--- config.mk ---
export PLATFORM = sky130hd
export DESIGN_NAME = regfile_writeback_arbiter
export DESIGN_NICKNAME = d
export VERILOG_FILES = /design/src/rtl/regfile_writeback_arbiter.sv
export SDC_FILE = /design/constraint.sdc
export NUM_CORES = 1
export LEC_CHECK = 0
export CAP_MARGIN = 10
export CORE_ASPECT_RATIO = 0.5
export CORE_MARGIN = 5
export CORE_UTILIZATION = 44
export DETAILED_ROUTE_END_ITERATION = 10
export GPL_ROUTABILITY_DRIVEN = 1
export HOLD_SLACK_MARGIN = 0.12
export PLACE_DENSITY = 0.86
export SYNTH_ARGS = -nofsm -noshare
export SYNTH_HDL_FRONTEND = slang
export SYNTH_SLANG_ARGS = --single-unit
--- constraint.sdc ---
create_clock -name clk -period 2.5 [get_ports clk]
set_clock_uncertainty 0.15 [all_clocks]
set_input_delay 0.375 -clock clk [delete_from_list [all_inputs] [get_ports clk]]
set_output_delay 0.375 -clock clk [all_outputs]
set_load 0.02 [all_outputs]
--- src/rtl/regfile_writeback_arbiter.sv ---
// Merges ALU/load and MUL/DIV results onto the single register-file write port.
// It also tracks pending MUL/DIV destinations. Define WB_BYPASS_EN to let idle MUL/DIV results skip the FIFO.
module regfile_writeback_arbiter #(
   parameter int MD_FIFO_DEPTH = 2,
   parameter int STARVE_LIMIT  = 4
) (
   input  logic        clk,
   input  logic        rst_n,
   input  logic        alu_valid,
   input  logic [4:0]  alu_rd,
   input  logic [31:0] alu_data,
   input  logic        md_valid,
   output logic        md_ready,
   input  logic [4:0]  md_rd,
   input  logic [31:0] md_data,
   input  logic        issue_valid,
   input  logic [4:0]  issue_rd,
   output logic [31:0] pending_mask,
   output logic        alu_hold,
   output logic        rf_we,
   output logic [4:0]  rf_rd,
   output logic [31:0] rf_wdata
);

   localparam int AW   = $clog2(MD_FIFO_DEPTH);
   localparam int CNTW = $clog2(MD_FIFO_DEPTH + 1);
   localparam int SW   = $clog2(STARVE_LIMIT + 1);

   logic [4:0]      fifo_rd_q   [MD_FIFO_DEPTH];
   logic [31:0]     fifo_data_q [MD_FIFO_DEPTH];
   logic [AW-1:0]   wr_ptr_q, wr_ptr_d, rd_ptr_q, rd_ptr_d;
   logic [CNTW-1:0] count_q, count_d;
   logic            md_ready_q, md_ready_d;
   logic            rf_we_q, rf_we_d;
   logic [4:0]      rf_rd_q, rf_rd_d;
   logic [31:0]     rf_wdata_q, rf_wdata_d;
   logic [31:0]     pending_q, pending_d;
   logic [SW-1:0]   starve_q, starve_d;
   logic            alu_hold_q, alu_hold_d;

   logic            fifo_empty, fifo_full;
   logic            push, pop, bypass, md_load, load;
   logic [4:0]      load_rd;
   logic [31:0]     load_data;
   logic [31:0]     pend_set, pend_clr;

   assign fifo_empty = (count_q == '0);
   assign fifo_full  = (count_q == CNTW'(MD_FIFO_DEPTH));

`ifdef WB_BYPASS_EN
   assign bypass = !alu_valid && fifo_empty && md_valid && md_ready_q;
`else
   assign bypass = 1'b0;
`endif

   assign pop     = !alu_valid && !fifo_empty;
   assign push    = md_valid && md_ready_q && !bypass;
   assign md_load = pop || bypass;

   always_comb begin
      load      = 1'b0;
      load_rd   = '0;
      load_data = '0;
      if (alu_valid) begin
         load      = 1'b1;
         load_rd   = alu_rd;
         load_data = alu_data;
      end else if (pop) begin
         load      = 1'b1;
         load_rd   = fifo_rd_q[rd_ptr_q];
         load_data = fifo_data_q[rd_ptr_q];
      end else if (bypass) begin
         load      = 1'b1;
         load_rd   = md_rd;
         load_data = md_data;
      end

      // x0 destinations are consumed but never reach the register file
      rf_we_d    = load && (load_rd != 5'd0);
      rf_rd_d    = rf_we_d ? load_rd   : rf_rd_q;
      rf_wdata_d = rf_we_d ? load_data : rf_wdata_q;

      wr_ptr_d   = push ? wr_ptr_q + AW'(1) : wr_ptr_q;
      rd_ptr_d   = pop  ? rd_ptr_q + AW'(1) : rd_ptr_q;
      count_d    = count_q + CNTW'(push) - CNTW'(pop);
      md_ready_d = (count_d != CNTW'(MD_FIFO_DEPTH));

      pend_clr = '0;
      pend_set = '0;
      if (md_load && (load_rd != 5'd0)) pend_clr[load_rd] = 1'b1;
      if (issue_valid && (issue_rd != 5'd0)) pend_set[issue_rd] = 1'b1;
      pending_d = (pending_q & ~pend_clr) | pend_set;

      starve_d   = '0;
      alu_hold_d = 1'b0;
      if (fifo_full && alu_valid) begin
         if ((starve_q + SW'(1)) == SW'(STARVE_LIMIT)) alu_hold_d = 1'b1;
         else                                          starve_d   = starve_q + SW'(1);
      end
   end

   always_ff @(posedge clk) begin
      if (push) begin
         fifo_rd_q[wr_ptr_q]   <= md_rd;
         fifo_data_q[wr_ptr_q] <= md_data;
      end
   end

   always_ff @(posedge clk or negedge rst_n) begin
      if (!rst_n) begin
         wr_ptr_q   <= '0;
         rd_ptr_q   <= '0;
         count_q    <= '0;
         md_ready_q <= 1'b0;
         rf_we_q    <= 1'b0;
         rf_rd_q    <= '0;
         rf_wdata_q <= '0;
         pending_q  <= '0;
         starve_q   <= '0;
         alu_hold_q <= 1'b0;
      end else begin
         wr_ptr_q   <= wr_ptr_d;
         rd_ptr_q   <= rd_ptr_d;
         count_q    <= count_d;
         md_ready_q <= md_ready_d;
         rf_we_q    <= rf_we_d;
         rf_rd_q    <= rf_rd_d;
         rf_wdata_q <= rf_wdata_d;
         pending_q  <= pending_d;
         starve_q   <= starve_d;
         alu_hold_q <= alu_hold_d;
      end
   end

   assign md_ready     = md_ready_q;
   assign rf_we        = rf_we_q;
   assign rf_rd        = rf_rd_q;
   assign rf_wdata     = rf_wdata_q;
   assign pending_mask = pending_q;
   assign alu_hold     = alu_hold_q;

endmodule

==> metrics.md <==
| Metric | Value |
|---|---|
| Clock net sink count | 153 |
| Final WL | 17.0 mm |
| Cell taking the most area after synthesis | edfxtp_1 |
| Worst-margin pin slew | 578 ps |
| Register area | 0.00420 mm2 |
| CP arrival | 2560 ps |
| Vias in the first global route | 4746 |
| Placer congestion estimate | 0.835 |
| Worst-Skew Late Latency | 420 ps |
| CP top delay family | simple AND/OR/NAND/NOR gates |
| Final Cycle Share | 96.1% |
| Port-buffer cells | 155 |
| PwrDens | 1160 mW/mm2 |
| Vias post-DR | 4447 |
| Syn Area/Cell | 14.1 um2 |
| First-pass GRT wire length | 26.6 mm |
| Layout area overhead | 41.1% |
| Clock buffer count from CTS | 17 |
| Root Buffer | clkbuf_16 |
| H-Tree Depth | 4 |
| Top cells by area, synth | edfxtp_1 36%, dfrtp_1 32%, o21ai_0 7.7% |
| Final min period | 2400 ps |
| Post-synth top flop | dfrtp_1 |
| WS Path Type | flop to flop |
| Ant. Diodes | 0 |
| Grt total ovfl | 0 |
| Pwr Total | 10100 uW |
| Multi-input logic area | 0.00190 mm2 |
| Pin count of the biggest net entering global routing | 80 |
| Die span in x | 178 um |
| Hold WC Path Type | flop to flop |
| Die ar. | 0.0167 mm2 |
| DRT iter0 DRCs | 440 |
| Status | finished, final reports clean |
| Initial Util | 45.3% |
| Post-synth EDFFs | 74 |
| HPWL Detailed | 10.8 mm |
| Number of max-cap violations | 0 |
| Async SR Flop Fraction | 51.6% |
| Fillcell total | 907 |
| Register-to-Register Path Depth | 7 |
| Die Y | 93.9 um |
| Final setup viols | 0 |
| CTS Buffer Depth | 2 |
| Post-layout nets | 706 |
| Post-route cell area | 0.00874 mm2 |
| Worst setup SP type | flop |
| Leak | 0.00357 uW |
| Via-to-Cell Ratio | 5.40 |
| Site row count | 30 |
| Max frequency | 416 MHz |
| DRC viols | 0 |
| Yosys warns | 0 |
| Cells after Synth | 439 |
| Critical Path RT | 2660 ps |
| GRT Util Overall | 20.9% |
| Crit-path cells | mux2i_1 -> o21ai_1 -> or3_4 -> nor4_4 -> inv_2 -> buf_12 -> mux2_4 |
| Slowest-stage cell, CP | dfrtp_2 |
| Register area share after synthesis | 67.8% |
| Slew Viols, Final | 0 |
| Post-Synthesis Cell Area | 0.00619 mm2 |
| Crit-path max FO | 18 |
| Yosys top cell area share | 35.9% |
| Syn nets | 527 |
| Worst slew margin | 61.5% |
| TritonCTS clock tree | yes |
| Most common library cells after synthesis | 95 x o21ai_0, 79 x dfrtp_1, 74 x edfxtp_1 |
| CP Depth | 7 |
| WP buf/inv | 2 |
| VDD IR max | 0.571 mV |
| WHS Path Cells | 0 |
| Seq cells post-synth | 153 |
| DR WL/cell | 20.7 um |
| Placement Cell Area | 0.00811 mm2 |
| Final Hold Viols | 0 |
| Initial antenna violation count | 0 |
| Reg clk slew, reported paths | 60 ps |
| Max stage delay on crit path | 460 ps |
| Num ports | 156 |
| ANT nets after route | 0 |
| Top-count cell post-synth | o21ai_0 |
| Critical path endpoint category | flop |
| Share of cells above drive strength 1 | 15.1% |
| DRT Pass-1 Iters | 5 |
| Count of cell types in the netlist | 34 |
| Core Region | 0.0137 mm2 |
-- sequential cells by signal (all words and copies together), names as in the netlist --
| name | count |
|---|---|
| md_ready | 1 |
| rf_rd | 5 |
| rf_wdata | 32 |
| starve_q | 3 |
| count_q | 2 |
| alu_hold | 1 |
| fifo_data_q | 64 |
| pending_mask | 32 |
| wr_ptr_q | 1 |
| rd_ptr_q | 1 |
| rf_we | 1 |
| fifo_rd_q | 10 |
-- path summary, 6_finish.rpt --
kind | from | end | slack [ps]
hold reg to reg | pending_mask[0] | pending_mask[0] | 230
setup / recovery | rd_ptr_q | rf_wdata[0] | 100
setup reg to reg | rd_ptr_q | rf_wdata[0] | 100
min in group asynchronous | rst_n | pending_mask[30] | 360
max in group asynchronous | rst_n | rd_ptr_q | 1480
hold / removal | pending_mask[0] | pending_mask[0] | 230
-- per-stage QoR --
stage | worst slack (ps) | TNS (ps) | hold WS, ps | util [%] | instances
detailed placement | -253 | -7860 | 218 | 59.3 | 788
global route | -1.86 | -2.72 | 235 | 64.0 | 823
floorplan | 77.7 | 0 | -70.6 | - | 439
CTS | 41.2 | 0 | 233 | 63.8 | 821
finish | 98.7 | 0 | 227 | 64.0 | 823
global placement | -199 | -6080 | 217 | 59.3 | 788
-- where the power goes --
group / internal, uW / switching (uW) / total [uW]
Sequential: 3440 / 450 / 3890
Combinational: 1760 / 1890 / 3650
Clock: 1550 / 1050 / 2600
Total: 6760 / 3390 / 10100
-- layer usage --
| metal | wire length [um] | GRT usage, % |
|---|---|---|
| met5 | 0 | 0 |
| met4 | 407 | 9.39 |
| met3 | 1330 | 5.95 |
| met2 | 8880 | 36.3 |
| met1 | 6400 | 24.5 |
-- repair_timing --
| action | in CTS | in global routing |
|---|---|---|
| hold endpoints to repair | 79 | 0 |
| endpoints found under the setup margin | 0 | 32 |
| hold buffers | 1 | 0 |
| resized for setup | 0 | 2 |
| buffers inserted | 0 | 2 |
-- worst register-to-register path, cell delays in order, from the launching register on --
cell     delay [ps]
dfrtp_2         460
mux2i_1         280
o21ai_1         110
or3_4           400
nor4_4          260
inv_2           120
buf_12          180
mux2_4          320
-- cells by family after synthesis --
kind of cell,Yosys count,synth area share (%)
compound gates,105,8.95
xor+xnor,5,0.707
flops,153,67.8
mux,69,13.6
simple gates,83,6.48
fa+ha+maj,4,0.808
buf+inv,20,1.70
-- layout by cell type (no fill, tap or decap), types with 2 or more instances in the layout --
cell type and n:
nand2_1 46, xnor2_1 4, nor2_1 4, clkbuf_16 19
mux2_2 3, mux2i_1 35, nand3_1 12, clkinv_2 2
nor2b_1 4, and3b_1 2, inv_1 2, inv_6 2
dfrtp_1 78, a221o_1 2, ha_1 4, mux2_4 29
nand2b_1 5, o21a_1 2, inv_4 2, o21ai_0 94
buf_4 17, clkdlybuf4s50_1 154, clkinv_4 4, o21ai_1 3
buf_12 5, edfxtp_1 74, clkbuf_8 2, a21o_1 3
-- layout make-up --
type / count / area share, %
multi-input cells: 266 / 21.8
well taps: 192 / 2.75
flip-flops and latches: 153 / 48.0
inverters: 3 / 0.129
clock buffers: 21 / 5.75
repair buffers: 177 / 20.4
clock inverters: 11 / 1.20
No activity file was read; power rests on OpenSTA's default activity.
